===== src/rtl/clock_ctrl_pkg.sv =====
// Shared mode/alarm state types and the mode-to-field decode for the clock front panel.
// Pure types and functions; no timing or flow control of its own.
package clock_ctrl_pkg;

    typedef enum logic [2:0] {
        RUN      = 3'd0,
        SET_TMIN = 3'd1,
        SET_THRS = 3'd2,
        SET_TDAY = 3'd3,
        SET_AMIN = 3'd4,
        SET_AHRS = 3'd5,
        SET_ADAY = 3'd6
    } mode_t;

    typedef enum logic [1:0] {
        A_OFF    = 2'd0,
        A_ARMED  = 2'd1,
        A_RING   = 2'd2,
        A_SNOOZE = 2'd3
    } alarm_t;

    typedef enum logic [1:0] {
        F_NONE = 2'd0,
        F_MIN  = 2'd1,
        F_HRS  = 2'd2,
        F_DAY  = 2'd3
    } field_t;

    function automatic field_t mode_field(input mode_t m);
        case (m)
            SET_TMIN, SET_AMIN: return F_MIN;
            SET_THRS, SET_AHRS: return F_HRS;
            SET_TDAY, SET_ADAY: return F_DAY;
            default:            return F_NONE;
        endcase
    endfunction

    function automatic mode_t mode_step(input mode_t m);
        case (m)
            RUN:      return SET_TMIN;
            SET_TMIN: return SET_THRS;
            SET_THRS: return SET_TDAY;
            SET_TDAY: return SET_AMIN;
            SET_AMIN: return SET_AHRS;
            SET_AHRS: return SET_ADAY;
            default:  return RUN;
        endcase
    endfunction

    function automatic logic is_time_set(input mode_t m);
        return (m == SET_TMIN) || (m == SET_THRS) || (m == SET_TDAY);
    endfunction

    function automatic logic is_alarm_set(input mode_t m);
        return (m == SET_AMIN) || (m == SET_AHRS) || (m == SET_ADAY);
    endfunction

endpackage


===== src/rtl/btn_rpt.sv =====
// Button edge detect plus hold-to-repeat: one event on press, then every RPT_PER cycles after HOLD_DLY.
// press/evt are combinational from btn and registered history; clr kills repeats until a fresh press.
module btn_rpt #(
    parameter int HOLD_DLY = 2,
    parameter int RPT_PER  = 1
) (
    input  logic clk,
    input  logic rst,
    input  logic btn,
    input  logic clr,
    output logic press,
    output logic evt
);

    localparam int HMAX = HOLD_DLY + RPT_PER;
    localparam int HW   = $clog2(HMAX + 1);
    localparam int RW   = $clog2(RPT_PER + 1);

    logic          btn_q;
    logic          active_q;
    logic [HW-1:0] h_q;
    logic [RW-1:0] rpt_q;
    logic          rpt_first;
    logic          rpt_later;

    // h_q holds the count up to the previous cycle, so this cycle's hold count is h_q+1
    assign press     = btn & ~btn_q;
    assign rpt_first = active_q & (h_q == HW'(HOLD_DLY));
    assign rpt_later = active_q & (h_q > HW'(HOLD_DLY)) & (rpt_q == '0);
    assign evt       = btn & ~clr & (press | rpt_first | rpt_later);

    always_ff @(posedge clk or negedge rst) begin
        if (!rst) begin
            btn_q    <= 1'b0;
            active_q <= 1'b0;
            h_q      <= '0;
            rpt_q    <= '0;
        end else begin
            btn_q <= btn;
            if (!btn || clr) begin
                active_q <= 1'b0;
                h_q      <= '0;
                rpt_q    <= '0;
            end else begin
                if (press)
                    active_q <= 1'b1;
                if (h_q != HW'(HMAX))
                    h_q <= h_q + HW'(1);
                if (rpt_first || rpt_later)
                    rpt_q <= RW'(RPT_PER - 1);
                else if (rpt_q != '0)
                    rpt_q <= rpt_q - RW'(1);
            end
        end
    end

endmodule


===== src/rtl/clock_mode_ctrl.sv =====
// Front-panel mode/alarm controller: button presses to set-mode levels, advance pulses and buzzer drive.
// All outputs registered, one cycle after the sampled button edge; no backpressure from the datapath.
module clock_mode_ctrl
    import clock_ctrl_pkg::*;
#(
    parameter int HOLD_DLY   = 2,
    parameter int RPT_PER    = 1,
    parameter int IDLE_TO    = 30,
    parameter int RING_TO    = 60,
    parameter int SNOOZE_LEN = 540
) (
    input  logic       clk,
    input  logic       rst,
    input  logic       mode_btn,
    input  logic       adv_btn,
    input  logic       snooze_btn,
    input  logic       alm_en_btn,
    input  logic       alarm_match,
    output logic       timeset,
    output logic       alarmset,
    output logic       minadv,
    output logic       hrsadv,
    output logic       dayadv,
    output logic       alarm_on,
    output logic       buzz,
    output logic [2:0] mode_state
);

    localparam int IW    = $clog2(IDLE_TO + 1);
    localparam int CMAX  = (RING_TO > SNOOZE_LEN) ? RING_TO : SNOOZE_LEN;
    localparam int CW    = $clog2(CMAX + 1);
    localparam logic [IW-1:0] IDLE_LAST = IW'(IDLE_TO - 1);
    localparam logic [CW-1:0] RING_LD   = CW'(RING_TO);
    localparam logic [CW-1:0] SNZ_LD    = CW'(SNOOZE_LEN);

    mode_t         mode_q, mode_nxt;
    alarm_t        alarm_q, alarm_nxt;
    logic [IW-1:0] idle_q;
    logic [CW-1:0] cnt_q, cnt_nxt;
    logic          mode_btn_q, snz_btn_q, alm_btn_q, match_q;
    logic          mode_press, snz_press, alm_press, match_rise;
    logic          adv_press, adv_evt;
    field_t        fld;

    assign mode_press = mode_btn & ~mode_btn_q;
    assign snz_press  = snooze_btn & ~snz_btn_q;
    assign alm_press  = alm_en_btn & ~alm_btn_q;
    assign match_rise = alarm_match & ~match_q;
    assign fld        = mode_field(mode_q);
    assign mode_state = mode_q;

    btn_rpt #(
        .HOLD_DLY (HOLD_DLY),
        .RPT_PER  (RPT_PER)
    ) u_adv (
        .clk   (clk),
        .rst   (rst),
        .btn   (adv_btn),
        .clr   (mode_press),
        .press (adv_press),
        .evt   (adv_evt)
    );

    always_comb begin
        mode_nxt = mode_q;
        if (mode_press)
            mode_nxt = mode_step(mode_q);
        else if (mode_q != RUN && !adv_press && idle_q == IDLE_LAST)
            mode_nxt = RUN;
    end

    // Both timed alarm states leave on the cycle the counter holds 1, giving exactly N cycles in state
    always_comb begin
        alarm_nxt = alarm_q;
        cnt_nxt   = cnt_q;
        case (alarm_q)
            A_OFF: begin
                if (alm_press)
                    alarm_nxt = A_ARMED;
            end
            A_ARMED: begin
                if (alm_press) begin
                    alarm_nxt = A_OFF;
                end else if (match_rise && !alarmset) begin
                    alarm_nxt = A_RING;
                    cnt_nxt   = RING_LD;
                end
            end
            A_RING: begin
                if (alm_press) begin
                    alarm_nxt = A_OFF;
                end else if (snz_press) begin
                    alarm_nxt = A_SNOOZE;
                    cnt_nxt   = SNZ_LD;
                end else if (cnt_q <= CW'(1)) begin
                    alarm_nxt = A_ARMED;
                end else begin
                    cnt_nxt = cnt_q - CW'(1);
                end
            end
            default: begin
                if (alm_press) begin
                    alarm_nxt = A_OFF;
                end else if (cnt_q <= CW'(1)) begin
                    alarm_nxt = A_RING;
                    cnt_nxt   = RING_LD;
                end else begin
                    cnt_nxt = cnt_q - CW'(1);
                end
            end
        endcase
    end

    always_ff @(posedge clk or negedge rst) begin
        if (!rst) begin
            mode_q     <= RUN;
            alarm_q    <= A_OFF;
            idle_q     <= '0;
            cnt_q      <= '0;
            mode_btn_q <= 1'b0;
            snz_btn_q  <= 1'b0;
            alm_btn_q  <= 1'b0;
            match_q    <= 1'b0;
            timeset    <= 1'b0;
            alarmset   <= 1'b0;
            minadv     <= 1'b0;
            hrsadv     <= 1'b0;
            dayadv     <= 1'b0;
            alarm_on   <= 1'b0;
            buzz       <= 1'b0;
        end else begin
            mode_q     <= mode_nxt;
            alarm_q    <= alarm_nxt;
            cnt_q      <= cnt_nxt;
            mode_btn_q <= mode_btn;
            snz_btn_q  <= snooze_btn;
            alm_btn_q  <= alm_en_btn;
            match_q    <= alarm_match;
            if (mode_press || adv_press || mode_nxt != mode_q || mode_q == RUN)
                idle_q <= '0;
            else
                idle_q <= idle_q + IW'(1);
            timeset  <= is_time_set(mode_nxt);
            alarmset <= is_alarm_set(mode_nxt);
            minadv   <= adv_evt && fld == F_MIN;
            hrsadv   <= adv_evt && fld == F_HRS;
            dayadv   <= adv_evt && fld == F_DAY;
            alarm_on <= alarm_nxt != A_OFF;
            buzz     <= alarm_nxt == A_RING;
        end
    end

endmodule


===== config.mk =====
export PLATFORM = sky130hd
export DESIGN_NAME = clock_mode_ctrl
export DESIGN_NICKNAME = d
export VERILOG_FILES = /design/src/rtl/clock_ctrl_pkg.sv /design/src/rtl/btn_rpt.sv /design/src/rtl/clock_mode_ctrl.sv
export SDC_FILE = /design/constraint.sdc
export NUM_CORES = 1
export LEC_CHECK = 0
export ABC_AREA = 1
export BUFFER_PORTS_ARGS = -buffer_cell sky130_fd_sc_hd__buf_2
export CORE_UTILIZATION = 63
export DETAILED_ROUTE_END_ITERATION = 8
export PLACE_DENSITY = 0.93
export SYNTH_ARGS = -nofsm -noshare
export SYNTH_HDL_FRONTEND = slang
export SYNTH_HIERARCHICAL = 1
export SYNTH_SLANG_ARGS = --single-unit
export TNS_END_PERCENT = 5

===== constraint.sdc =====
create_clock -name clk -period 3.3 [get_ports clk]
set_input_delay 0.33 -clock clk [delete_from_list [all_inputs] [get_ports clk]]
set_output_delay 0.33 -clock clk [all_outputs]
set_load 0.05 [all_outputs]

; ---- After elaboration in Yosys (flattened, before gate mapping)
; Cells that the tools add are included.
[classes]
n_lt_le_gt_ge = 2
n_reduce_logical = 28
shift = 0
n_eq_ne = 24
div_mod_pow = 0
mux = 29
n_addsub = 4
n_mul = 0
bitwise = 21
[op_table]
columns = operator, count
row1 = $mux 10, 7
row2 = $pmux 10 s3, 1
row3 = $mux 2, 10
row4 = $eq 3x3->1 const B, 6
row5 = $pmux 3 s6, 1
row6 = $eq 3x2->1 const B, 4
row7 = $pmux 2 s3, 2
row8 = $and 1x1->1, 10
row9 = $eq 2x2->1 const B, 5
row10 = $le 10x1->1 const B, 1
row11 = $sub 10x1->10 const B, 1
row12 = $logic_or 1x1->1, 9
row13 = $not 1->1, 9
row14 = $eq 3x1->1 const B, 2
row15 = $logic_and 1x1->1, 6
row16 = $mux 3, 2
row17 = $reduce_bool 2->1, 3
row18 = $reduce_or 2->1, 3
row19 = $add 5x1->5 const B, 1
row20 = $eq 5x5->1 const B, 1
row21 = $mux 1, 5
row22 = $mux 5, 1
row23 = $eq 2x1->1 const B, 2
row24 = $ne 2x2->1 const B, 2
row25 = other kinds (11), 14
[word_totals]
wordCells = 127
latchBits = 0
inputBits = 7
ff_bits = 36
out_inout_bits = 10
mem_count = 0
romBits = 0
ram_bits = 0

; ---- Longest topological paths before layout
[logic_depth]
ltp_word = 11
ltp_mapped = 13

; ---- Hierarchy
; The synthesis kept the hierarchy.
[modules_own_cells]
columns = module, area_per_inst_um2, seq_area_each_um2, cells_per_inst, n_inst
row1 = clock_mode_ctrl, 1741.7, 775.7, 208, 1
row2 = btn_rpt, 235.2, 100.1, 32, 1

; ---- Worst setup path after synthesis
; No wires, ideal clock.
[synth_path]
path_type = register to register
start = register mode_q[0] (netlist: mode_state[0])
end = register timeset
path_buffers = 0
setup_ps = 117
setup_slack_ps = 1770
t_required_ps = 3183
path_stages_with_launch = 8
synth_period_minus_slack_ps = 1530
arrival_time_ps = 1413
cell_sequence = dfrtp_1 -> inv_1 -> nand3_1 -> nand3b_1 -> nand3_1 -> o21ai_0 -> nor2_1 -> nor2_1
[synth_between]
elab_chain_len = 8
[synth_rtl]
columns = item, line_no
row1 = "start, declared", clock_mode_ctrl.sv:36  ; mode_t mode_q, mode_nxt;
row2 = "start signal, assigned", clock_mode_ctrl.sv:132  ; mode_q <= mode_nxt;
row3 = "parallel branches: the longest is 4 deep, another holds $pmux 3 s6", n/a
row4 = $mux 3 (*), clock_mode_ctrl.sv:66  ; if (mode_press)
row5 = named net mode_nxt[0], clock_mode_ctrl.sv:36
row6 = $eq 3x1->1 or $eq 3x2->1 (tied branches), clock_ctrl_pkg.sv:51  ; return (m == SET_TMIN) || (m == SET_THRS) || (m == SET_TDAY);
row7 = $logic_or 1x1->1, clock_ctrl_pkg.sv:51
row8 = $logic_or 1x1->1 (*), clock_ctrl_pkg.sv:51
row9 = "end signal, assigned", clock_mode_ctrl.sv:143  ; timeset <= is_time_set(mode_nxt);
row10 = "end, declared", clock_mode_ctrl.sv:19  ; output logic timeset,
; Mark *: on every way through the listed nets, which the timed path passes.
; A chain may end at the register's enable or synchronous reset.

; ---- Final worst setup path
[layout_path]
start = register cnt_q[0]
end = register cnt_q[0]
[layout_between]
elab_chain_len = 5
[layout_rtl]
columns = item, line_no
row1 = "start, declared", clock_mode_ctrl.sv:39  ; logic [CW-1:0] cnt_q, cnt_nxt;
row2 = "start signal, assigned", clock_mode_ctrl.sv:134  ; cnt_q <= cnt_nxt;
row3 = $sub 10x1->10, "clock_mode_ctrl.sv:98, clock_mode_ctrl.sv:108"
row4 = $mux 10, clock_mode_ctrl.sv:95  ; end else if (cnt_q <= CW'(1)) begin
row5 = $mux 10, clock_mode_ctrl.sv:92  ; end else if (snz_press) begin
row6 = $mux 10, clock_mode_ctrl.sv:90  ; if (alm_press) begin
row7 = $pmux 10 s3, clock_mode_ctrl.sv:76  ; case (alarm_q)
; Several ways; a longest one is shown, not always the timed one. The select of a mux whose other input is x is not followed.

==> results.md <==
- Crit path time final: 1.792 ns
- Crit-path slowest cell: dfrtp_1
- Switching Share: 47.14%
- Post-synthesis compound-gate area fraction: 10.38%
- Post-synth top flop: dfrtp_1
- GRT Total Usage: 24.58%
- Site row count: 19
- Post-synthesis mux area share: 0%
- Dpl cells: 287
- Finish-stage setup viols: 0
- Area Overhead vs Synth: 10.38%
- RePlAce Congestion: 0.8642
- Distinct cells, synth: 29
- Status: completed
- XOR/XNOR Fraction of Synth Area: 3.101%
- Worst path cell trace: inv_1 -> ha_1 -> inv_1 -> nand2_1 -> nand3_2 -> nor2_4 -> inv_1 -> o211ai_1 -> o21ai_0
- CTS max path bufs: 2
- Mean Syn Cell Area: 8.237 um^2
- Hold Buf Count CTS: 0
- CORE AREA: 2853 um^2
- Post-Route WL: 3623 um
- Final nets: 281
- First-pass GRT wire length: 6168 um
- Reg clk slew, reported paths: 0.10 ns
- Most frequent CP cell: inv_1
- Syn. warnings: 6
- FMAX: 0.5580 GHz
- Worst EP arrival: 2.00 ns
- Total CTS buffers: 5
- Post-CTS sizing: 0
- Post-DP HPWL: 2756 um
- Internal power: 1028 uW
- Cell taking the most area after synthesis: dfrtp_1
- Worst slew pin tran: 0.7506 ns
- Setup repair after global routing missed its margin: false
- CP Capture Type: flip-flop
- Syn Nets: 258
- CP required: 3.51 ns
- Critical path class: flip-flop to flip-flop
- Iteration-0 DRC Markers: 83
- Clock insertion delay at the later pin of the skew report: 0.34 ns
- Crit-path max FO: 5
- Synth Area in Adders: 6.962%
- Setup WS post-layout: 1.508 ns
- Peak supply drop: 0.6448 mV
- Final Hold Fails: 0
- Cells after Synth: 240
- Post-Synth Simple-Gate Area: 26.58%
- DRT antenna net count: 0
- Worst Hold Class: input pin to async pin
- Leakage: 0.001142 uW
- Slew headroom: 49.96%
- Comb power frac: 48.4%
- Post-synth top cells: inv_1 (43), nand2_1 (42), dfrtp_1 (35)
- # diodes: 0
- Die width: 58.02 um
- CTS sink count: 35
- Clock share of power: 16.5%
- Startpoint Class: flip-flop
- Register bit total from synthesis: 35
- Starting Density: 69.30%
- Sum of buffers and inverters on the critical path: 3
- I/O pins: 17
- Ys async rst share: 100.0%
- Root buffer cell: clkbuf_4
- Wire per inst: 12.28 um
- TritonCTS clock tree: done
- PwrDens: 891.2 nW/um^2
- Die ar.: 3366 um^2
- Routed via count: 1598
- CP max stage delay: 0.44 ns
- GRT overflow: 0
- Top cell family by delay on the critical path: flip-flops
- Slew Viols, Final: 0
- Post-DR vias/cell: 5.417
- Largest net degree at the start of global routing: 36
- Switching power: 916.8 uW
- Max-cap violations: 0
- Sequential area share after synthesis: 44.30%
- Fill count: 213
- Die height: 58.02 um
- Drt first pass iters: 4
- Cell area after synthesis: 1977 um^2
- H-tree levels: 2
- Yosys top cell area share: 44.30%
- Largest cells by area after synthesis: dfrtp_1 (44%), inv_1 (8.2%), nand2_1 (8.0%), ha_1 (7.0%), nor2_1 (5.3%)
- Antenna violations before repair: 0
- Share of cells above drive strength 1: 15.15%
- Main combinational cell family by area after synthesis: simple AND/OR/NAND/NOR gates
- Sequential Power Share: 35.0%
- Final Cycle Share: 54.30%
- Setup TNS: 0 ns
- Port Buf Inserts: 16
- Postcts setup bufs: 0
- Dpl ws: 1.539 ns
- Most common cell in the synthesized netlist: inv_1
- Residual DRC: 0
- Non-filler cells, final: 295
- Vias in the first global route: 1500
- Final worst clock skew: 0.009302 ns
- Number of synthesized flops with an enable pin: 0
- Final Power: 1945 uW
==> layout by cell type, fill, tap and decap left out, types with 6 or more instances in the layout <==
master   Yosys  routed
nand2_1     42      42
xor2_1       6       6
nand3_1     17      17
o21ai_0     10      10
ha_1        11      11
nor2_1      28      28
a21oi_1     10      10
dfrtp_1     35      35
buf_2        0      16
inv_1       43      43
==> logic make-up after synthesis <==
kind of cell / after synthesis
buffers and inverters: 45
AOI/OAI and AO/OA: 35
xor gates and xnor gates: 7
DFF: 35
and+or+nand+nor: 107
adders and majority gates: 11
==> worst register-to-register path, delay by kind of cell, from the launching register on <==
| kind | cells | cell delay (ns) |
|---|---|---|
| simple gates | 3 | 0.36 |
| fa+ha+maj | 1 | 0.26 |
| compound gates | 2 | 0.35 |
| buf+inv | 3 | 0.26 |
| flops | 1 | 0.44 |
==> power by group through the flow <==
| stage | sequential, uW | clock [uW] | combinational (uW) |
|---|---|---|---|
| after detailed placement | 689 | 0 | 935 |
| final | 681 | 322 | 942 |
| after CTS | 679 | 329 | 941 |
| after floorplan | 801 | 0 | 613 |
| after global placement | 680 | 0 | 907 |
| after global routing | 701 | 350 | 1050 |
==> path summary, 6_finish.rpt <==
| kind | depth (start not counted) | slack, ns | start | to |
|---|---|---|---|---|
| min in group clk | 1 | 0.10 | alarm_match | match_q |
| hold / removal | 1 | 0.04 | rst | cnt_q[8] |
| max in group asynchronous | 1 | 2.77 | rst | alm_btn_q |
| hold reg to reg | 1 | 0.53 | idle_q[0] | idle_q[0] |
| setup / recovery | 9 | 1.51 | cnt_q[0] | cnt_q[0] |
| setup reg to reg | 9 | 1.51 | cnt_q[0] | cnt_q[0] |
==> flip-flops by register name, summed over array words and instances, names as in the netlist <==
register	count
alarmset	1
timeset	1
u_adv/active_q	1
hrsadv	1
mode_btn_q	1
minadv	1
mode_state	3
match_q	1
alm_btn_q	1
u_adv/btn_q	1
snz_btn_q	1
buzz	1
cnt_q	10
alarm_on	1
dayadv	1
alarm_q	2
u_adv/h_q	2
idle_q	5
==> final cells by class <==
class	count	area, um^2	share of cell area, %
Tap cell	31	38.79	1.778
Sequential cell	35	875.8	40.14
Clock inverter	2	35.03	1.606
Inverter	45	171.4	7.855
Multi-Input combinational cell	160	929.6	42.60
Timing Repair Buffer	16	80.08	3.670
Clock buffer	6	51.30	2.351
==> routing by layer <==
layer / vias up / part of all wire, % / track usage [%] / routed length (um)
li1: 808 / - / - / -
met1: 737 / 44 / 29.27 / 1596
met2: 42 / 49 / 40.72 / 1772
met3: 11 / 4.5 / 6.250 / 162
met4: 0 / 2.5 / 13.61 / 91
met5: - / 0 / 0 / 0
==> through the flow <==
stage	utilization (%)	instance area, um^2	hold slack [ns]
after floorplan	-	1977	0.03441
after global placement	73.46	2096	0.4319
after detailed placement	73.46	2096	0.4385
after CTS	76.49	2182	0.05467
after global routing	76.49	2182	0.07497
final	76.49	2182	0.03889
No activity file was read; power rests on OpenSTA's default activity.
